===== src/rtl/mux_n_reg_if.sv =====
// Stream bundle for mux_n_reg: the packed inputs, select and handshake in,
// and the registered word, error flag and handshake out.
interface mux_n_reg_if #(
  parameter int WIDTH     = 32,
  parameter int NUM_IN    = 4,
  parameter int SEL_W     = 2,
  parameter int ERR_CNT_W = 8
);
  logic [NUM_IN*WIDTH-1:0] in_data;
  logic [SEL_W-1:0]        sel;
  logic                    in_valid;
  logic                    in_ready;
  logic [WIDTH-1:0]        out_data;
  logic                    out_err;
  logic                    out_valid;
  logic                    out_ready;
  logic [ERR_CNT_W-1:0]    err_count;

  modport slave (
    input  in_data, sel, in_valid, out_ready,
    output in_ready, out_data, out_err, out_valid, err_count
  );

  modport master (
    output in_data, sel, in_valid, out_ready,
    input  in_ready, out_data, out_err, out_valid, err_count
  );
endinterface


===== src/rtl/mux_n_reg.sv =====
// N-way select mux with a registered valid/ready output stage and a
// 2-entry skid buffer. An out-of-range select yields a zero word with err set.
module mux_n_reg #(
  parameter int WIDTH     = 32,
  parameter int NUM_IN    = 4,
  parameter int SEL_W     = 2,
  parameter int ERR_CNT_W = 8
) (
  input  logic         clk,
  input  logic         rst_n,
  mux_n_reg_if.slave   bus
);
  localparam logic [SEL_W:0] NUM_IN_L = (SEL_W+1)'(NUM_IN);

  logic [WIDTH-1:0]     main_data_q, main_data_d;
  logic                 main_err_q, main_err_d;
  logic                 main_valid_q, main_valid_d;
  logic [WIDTH-1:0]     skid_data_q, skid_data_d;
  logic                 skid_err_q, skid_err_d;
  logic                 skid_valid_q, skid_valid_d;
  logic [ERR_CNT_W-1:0] err_cnt_q, err_cnt_d;

  logic [WIDTH-1:0] sel_word;
  logic             sel_err;
  logic             accept;
  logic             transfer;

  // Unmatched (out-of-range) selects fall through to the all-zero default.
  always_comb begin
    sel_word = '0;
    for (int k = 0; k < NUM_IN; k++) begin
      if ({1'b0, bus.sel} == (SEL_W+1)'(k)) sel_word = bus.in_data[k*WIDTH +: WIDTH];
    end
  end

  assign sel_err  = !({1'b0, bus.sel} < NUM_IN_L);
  assign accept   = bus.in_valid && !skid_valid_q;
  assign transfer = main_valid_q && bus.out_ready;

  always_comb begin
    main_data_d  = main_data_q;
    main_err_d   = main_err_q;
    main_valid_d = main_valid_q;
    skid_data_d  = skid_data_q;
    skid_err_d   = skid_err_q;
    skid_valid_d = skid_valid_q;
    err_cnt_d    = err_cnt_q;

    if (skid_valid_q) begin
      if (transfer) begin
        main_data_d  = skid_data_q;
        main_err_d   = skid_err_q;
        skid_valid_d = 1'b0;
      end
    end else if (!main_valid_q || transfer) begin
      main_valid_d = accept;
      if (accept) begin
        main_data_d = sel_word;
        main_err_d  = sel_err;
      end
    end else if (accept) begin
      skid_data_d  = sel_word;
      skid_err_d   = sel_err;
      skid_valid_d = 1'b1;
    end

    if (accept && sel_err && (err_cnt_q != {ERR_CNT_W{1'b1}}))
      err_cnt_d = err_cnt_q + ERR_CNT_W'(1);
  end

  always_ff @(posedge clk or negedge rst_n) begin
    if (!rst_n) begin
      main_data_q  <= '0;
      main_err_q   <= 1'b0;
      main_valid_q <= 1'b0;
      skid_data_q  <= '0;
      skid_err_q   <= 1'b0;
      skid_valid_q <= 1'b0;
      err_cnt_q    <= '0;
    end else begin
      main_data_q  <= main_data_d;
      main_err_q   <= main_err_d;
      main_valid_q <= main_valid_d;
      skid_data_q  <= skid_data_d;
      skid_err_q   <= skid_err_d;
      skid_valid_q <= skid_valid_d;
      err_cnt_q    <= err_cnt_d;
    end
  end

  // in_ready comes straight from the skid flop, never from out_ready.
  assign bus.in_ready  = !skid_valid_q;
  assign bus.out_data  = main_data_q;
  assign bus.out_err   = main_err_q;
  assign bus.out_valid = main_valid_q;
  assign bus.err_count = err_cnt_q;
endmodule


===== src/flat_wrapper.sv =====
// flat-port wrapper written by rule: the top's interface ports become plain ports
module mux_n_reg_flat 
#(
  parameter int WIDTH     = 32,
  parameter int NUM_IN    = 4,
  parameter int SEL_W     = 2,
  parameter int ERR_CNT_W = 8
)
  (clk, rst_n, bus_in_data, bus_sel, bus_in_valid, bus_out_ready, bus_in_ready, bus_out_data, bus_out_err, bus_out_valid, bus_err_count);
  mux_n_reg_if #(.WIDTH(WIDTH), .NUM_IN(NUM_IN), .SEL_W(SEL_W), .ERR_CNT_W(ERR_CNT_W)) bus_i ();
  input  logic clk;
  input  logic rst_n;
  input wire logic [$bits(bus_i.in_data)-1:0] bus_in_data;
  input wire logic [$bits(bus_i.sel)-1:0] bus_sel;
  input wire logic [$bits(bus_i.in_valid)-1:0] bus_in_valid;
  input wire logic [$bits(bus_i.out_ready)-1:0] bus_out_ready;
  output wire logic [$bits(bus_i.in_ready)-1:0] bus_in_ready;
  output wire logic [$bits(bus_i.out_data)-1:0] bus_out_data;
  output wire logic [$bits(bus_i.out_err)-1:0] bus_out_err;
  output wire logic [$bits(bus_i.out_valid)-1:0] bus_out_valid;
  output wire logic [$bits(bus_i.err_count)-1:0] bus_err_count;
  assign bus_i.in_data = bus_in_data;
  assign bus_i.sel = bus_sel;
  assign bus_i.in_valid = bus_in_valid;
  assign bus_i.out_ready = bus_out_ready;
  assign bus_in_ready = bus_i.in_ready;
  assign bus_out_data = bus_i.out_data;
  assign bus_out_err = bus_i.out_err;
  assign bus_out_valid = bus_i.out_valid;
  assign bus_err_count = bus_i.err_count;
  mux_n_reg #(.WIDTH(WIDTH), .NUM_IN(NUM_IN), .SEL_W(SEL_W), .ERR_CNT_W(ERR_CNT_W)) u_core (.clk(clk), .rst_n(rst_n), .bus(bus_i));
endmodule

===== config.mk =====
export PLATFORM = sky130hd
export DESIGN_NAME = mux_n_reg_flat
export DESIGN_NICKNAME = d
export VERILOG_FILES = /design/src/rtl/mux_n_reg_if.sv /design/src/rtl/mux_n_reg.sv /design/src/flat_wrapper.sv
export SDC_FILE = /design/constraint.sdc
export NUM_CORES = 1
export LEC_CHECK = 0
export CORE_MARGIN = 2
export CORE_UTILIZATION = 42
export CTS_BUF_LIST = sky130_fd_sc_hd__clkbuf_8
export CTS_CLUSTER_SIZE = 16
export DETAILED_ROUTE_END_ITERATION = 8
export PLACE_DENSITY = 0.9
export SLEW_MARGIN = 20
export SYNTH_ARGS = -nofsm -noshare
export SYNTH_HDL_FRONTEND = slang
export SYNTH_SLANG_ARGS = --single-unit

===== constraint.sdc =====
create_clock -name clk -period 1.8 [get_ports clk]
set_input_delay 0.45 -clock clk [delete_from_list [all_inputs] [get_ports clk]]
set_output_delay 0.45 -clock clk [all_outputs]
set_load 0.02 [all_outputs]

---- Yosys cells after proc, flatten, opt, wreduce, memory -nomap -nowiden ----
Index checks and enable logic that the tools add are counted.
storage, ports and cells
  latch bits .............................. 0
  memory bits (writable) .................. 0
  output and inout bits ................... 43
  memory bits (read-only) ................. 0
  bits in registers ....................... 67
  word-level logic and storage cells ...... 38
  input port bits ......................... 134
  memories kept ........................... 0
cells by class
  multiplexer cells ....................... 16
  reduce and logical (&&, ||, !) cells .... 11
  $add $sub $neg .......................... 0
  equal/unequal tests ..................... 4
  bitwise gates (word level) .............. 2
  order comparisons ....................... 0
  divide/modulo/power cells ............... 0
  $mul .................................... 0
  shifts and indexed selects .............. 0
operators by type and width
  cell                count
  $mux 32             8
  $mux 1              8
  $reduce_and 3->1    2
  $eq 2x2->1 const B  2
  $reduce_bool 2->1   2
  $eq 2x1->1 const B  1
  $logic_and 1x1->1   2
  $logic_not 1->1     2
  $logic_not 2->1     1
  $ne 2x2->1 const B  1
  $not 1->1           2
  $reduce_and 2->1    1
  $logic_or 1x1->1    1

---- Logic depth before layout (Yosys ltp) ----
Gate-level depths: netlist (run 1).
  depth in word-level cells ............... 8
  mapped depth ............................ 6
  mapped depth without buffers ............ 3

---- Worst setup path after synthesis (run 1) ----
Ideal clock, no wire load.
  kind .................................... in2reg
  from .................................... in bus_sel[0]
  to ...................................... reg u_core.main_data_q[0] (netlist: u_core.bus.out_data[0])
  path buffers ............................ 2
  cell stages on the path ................. 4
  library setup time ...................... 0.126 ns
  path slack .............................. 0.136 ns
  data required time ...................... 1.674 ns
  data arrival time ....................... 1.538 ns
  cells stage by stage .................... buf_6 > buf_6 > mux4_2 > a221o_1
on the way
  word-level cells in the longest chain between the ends .. 8
  elaborated cells on any way between the ends .. 11
  those cells by class .................... eq/ne: 3; mux: 7; reduce/logical: 1
ends and longest elaborated chain
  item                   RTL line            source
  from (decl)            flat_wrapper.sv:14  input wire logic [$bits(bus_i.sel)-1:0] bus_sel;
  $logic_not 2->1        mux_n_reg.sv:32     if ({1'b0, bus.sel} == (SEL_W+1)'(k)) sel_word = bus.in_data[k*WIDTH +: WIDTH];
  $mux 32 (3 in series)  mux_n_reg.sv:32
  $mux 32 (*)            mux_n_reg.sv:32
  $mux 32 (*)            mux_n_reg.sv:57     if (accept) begin
  $mux 32 (*)            mux_n_reg.sv:55     end else if (!main_valid_q || transfer) begin
  $mux 32 (*)            mux_n_reg.sv:49     if (skid_valid_q) begin
  to (signal assigned)   mux_n_reg.sv:81     main_data_q <= main_data_d;
  to (decl)              mux_n_reg.sv:15     logic [WIDTH-1:0] main_data_q, main_data_d;
Mark *: on every way between the ends. The rest lies on a longest branch, timed or not. The select of a mux whose other input is x is not followed.
A chain may end at the register's enable or synchronous reset.

---- Worst setup path after layout (run 1) ----
  from .................................... reg u_core.main_data_q[20] (netlist: u_core.bus.out_data[20])
  to ...................................... out bus_out_data[20]
RTL lines
  item       RTL line            source
  to (decl)  flat_wrapper.sv:18  output wire logic [$bits(bus_i.out_data)-1:0] bus_out_data;
No word-level cell between the ends.

==> results.py, run 1 <==
metrics = {
    "yosys": {
        "yosysTopAreaCellShare_pct": 45.7,
        "synth_warnings": 0,
        "synth-compound-area-share_pct": 9.52,
        "post_synth_xor_area_fraction_pct": 0,
        "arithmetic_cell_share_of_the_synthesized_area_counting_full_adders_half_adders_and_majority_gates_pct": 0,
        "synthesized_area_per_cell_um2": 15.0,
        "postSynthCellCount": 241,
        "synth.area.mux_share_pct": 30.0,
        "combinational_family_with_the_most_area_after_synthesis": "multiplexers",
        "fraction_of_the_mapped_netlist_area_in_simple_logic_gates_pct": 8.75,
        "synth_area_mm2": 0.00362,
        "synth_top_cells_by_area": "dfrtp_1 (46%), mux4_2 (19%), mux2_2 (10%)",
        "yosysSeqAreaShare_pct": 45.7,
        "cell_taking_the_most_area_after_synthesis": "dfrtp_1",
        "yosysUniqueCellTypes": 21,
        "yosys_register_bits": 66,
    },
    "final_layout": {
        "final_net_count": 545,
        "mostFrequentLayoutCell": "clkdlybuf4s50_1",
        "layout_common_cells": "clkdlybuf4s50_1 (148), dfrtp_1 (66), mux2_2 (32), and4_1 (32), a221o_1 (32)",
        "filler_cell_count": 573,
        "area.growth.synth_to_final_pct": 56.9,
        "final_cells": 520,
        "num_antenna_cells": 0,
        "drive_above_1_share_pct": 24.6,
        "finalCoreUtilization_pct": 68.4,
    },
    "die": {
        "pin_count": 177,
        "initial_utilization_pct": 43.6,
        "die_outline_height_um": 96.8,
        "die-width_um": 96.8,
        "core.rowCount": 33,
        "dieArea_mm2": 0.00937,
        "core_area_mm2": 0.00830,
    },
    "power_and_ir_drop": {
        "power.net_switching_mw": 0.704,
        "clock_share_of_power_pct": 38.0,
        "power_per_cell_area_mw_per_mm2": 584,
        "p_comb_share_pct": 17.2,
        "netSwitchingFraction_pct": 21.3,
        "seq_power_share_pct": 44.8,
        "worst_ir_drop_vdd_mv": 0.365,
        "power.leakage_nw": 2.72,
        "int_pwr_mw": 2.61,
    },
    "route": {
        "routed_via_density": 5.78,
        "postRouteWirelength_um": 10400,
        "route.detailed.drc": 0,
        "drt_iter0_drc": 126,
        "routed-via-count": 3006,
        "wire_per_inst_um": 19.9,
        "route.antenna.remaining_nets": 0,
        "detail_route.first_pass.iterations": 4,
    },
    "clocking": {
        "holdBufCountCts": 0,
        "cts.path.max_buffers": 2,
        "worstSkewPairLatency_ns": 0.33,
        "root_buffer": "clkbuf_8",
        "cts_inserted_buffers": 9,
        "cts.repair.resized": 3,
        "clock_sink_count": 66,
        "cts_max_level": 3,
        "cts.clk_slew.worst_paths_ns": 0.07,
        "tritoncts_clock_tree": "yes",
        "post-cts-setup-buffers": 0,
    },
    "global_route": {
        "grt_pass1_vias": 3297,
        "globalRoute.totalOverflow": 0,
        "grt_max_degree": 67,
        "antenna_found_initial": 0,
        "globalRouteTotalUtil_pct": 22.3,
        "wire_length_of_the_first_global_routing_pass_um": 16600,
    },
    "worst_setup_path": {
        "cp_slowest_stage_delay_ns": 0.62,
        "critical_path_class": "flip-flop to output port",
        "worstSetupStartpointType": "flip-flop",
        "critPathMaxFanout": 2,
        "crit_slowest_cell": "clkdlybuf4s50_1",
        "path_delay_family": "buffers and inverters",
        "path_buf_inv": 1,
        "cp-end-kind": "output port",
        "crit_path_cell_trace": "clkdlybuf4s50_1",
        "cp_data_required_time_ns": 1.35,
        "crit_arrival_ns": 1.31,
    },
    "placement": {
        "port_buffers": 167,
        "place_hpwl_um": 7630,
        "place_congestion": 0.798,
        "place.detailed.instances": 505,
    },
    "sta": {
        "fmax_mhz": 569,
        "timing.final.crit_share_pct": 97.7,
        "finClkSkew_ns": 0.00341,
        "finalCriticalPeriod_ns": 1.76,
        "timing_max_transition_violations_final": 0,
        "timing_hold_violations_final": 0,
        "rsz0062_at_grt": "false",
        "finalSetupViolations": 0,
    },
    "run_status": {
        "outcome": "finished, final reports clean",
    },
    "hold_path": {
        "timing.hold.worst.class": "input port to asynchronous set/reset pin",
    },
    "job": {
        "max-cap-violations": 0,
    },
}
## layout make-up
cell class              count  area [µm²]  area share, %
well taps                 105         131           2.32
repair buffers            187        1900           33.4
clock buffers              12         165           2.91
inverters                   1        3.75         0.0662
multi-input cells         146        1790           31.5
flip-flops and latches     66        1650           29.1
clock inverters             3        38.8          0.684
## cell families after synthesis
| family | after synthesis |
|---|---|
| other | 1 |
| muxes | 64 |
| and+or+nand+nor | 38 |
| AOI/OAI and AO/OA | 35 |
| buffers and inverters | 37 |
| DFF | 66 |
## power groups by stage
stage	combinational [mW]	clock, mW	sequential [mW]
after floorplan	0.213	0	1.51
after global placement	0.557	0	1.51
after detailed placement	0.571	0	1.51
after CTS	0.573	1.29	1.48
after global routing	0.608	1.35	1.48
final	0.570	1.26	1.48
## sequential cells by signal, summed over array words and instances (netlist names)
signal / flops
u_core.skid_valid_q: 1
u_core.skid_data_q: 32
u_core.bus.out_valid: 1
u_core.bus.out_data: 32
## cell usage after synthesis
master / n
a221o_1: 32
a22o_1: 1
a22oi_1: 1
and3_1: 1
and4_1: 32
buf_1: 2
buf_2: 10
buf_4: 9
buf_6: 4
clkbuf_1: 11
conb_1: 1
dfrtp_1: 66
inv_2: 1
mux2_2: 32
mux4_1: 1
mux4_2: 31
nand2_1: 2
nand2b_1: 1
nor3_2: 1
o211ai_1: 1
or2_2: 1
## metrics by stage
step | worst slack [ns] | setup TNS (ns) | power [mW] | hold slack, ns | instance area [µm²]
final | 0.0421 | 0 | 3.31 | 0.126 | 5670
after global routing | 0.00642 | 0 | 3.44 | 0.149 | 5670
after CTS | 0.00642 | 0 | 3.34 | 0.139 | 5630
after detailed placement | -0.245 | -12.77 | 2.08 | 0.488 | 5430
after global placement | -0.223 | -11.66 | 2.07 | 0.482 | 5430
after floorplan | 0.136 | 0 | 1.72 | 0.154 | 3650
## layer usage
metal / GRT usage (%) / wire (µm) / vias up
met5: 0 / 0 / -
met4: 7.69 / 120 / 0
met3: 6.36 / 680 / 10
met2: 38.4 / 5410 / 142
met1: 27.0 / 4140 / 1524
li1: - / - / 1330
## path summary, 6_finish.rpt
check	from	end	slack [ns]	cells after the start
setup / recovery	u_core.bus.out_data[20]	bus_out_data[20]	0.04	1
hold / removal	rst_n	u_core.bus.out_data[10]	0.13	2
setup reg to reg	u_core.skid_valid_q	u_core.bus.out_data[28]	0.17	5
hold reg to reg	u_core.skid_data_q[15]	u_core.skid_data_q[15]	0.50	1
max in group asynchronous	rst_n	u_core.skid_data_q[3]	1.37	2
min in group clk	u_core.skid_data_q[15]	u_core.skid_data_q[15]	0.50	1
Power figures use the tool's default switching activity.
==> inputs of run 2 (changes only) <==
- CAP_MARGIN: unset -> 40
==> results of run 2 <==
The final DEF is identical to that of run 1; final timing and power are the same.
==> inputs of run 3 (changes only) <==
- CTS_CLUSTER_DIAMETER: unset -> 120
==> results of run 3 <==
The final DEF is identical to that of run 1; final timing and power are the same.
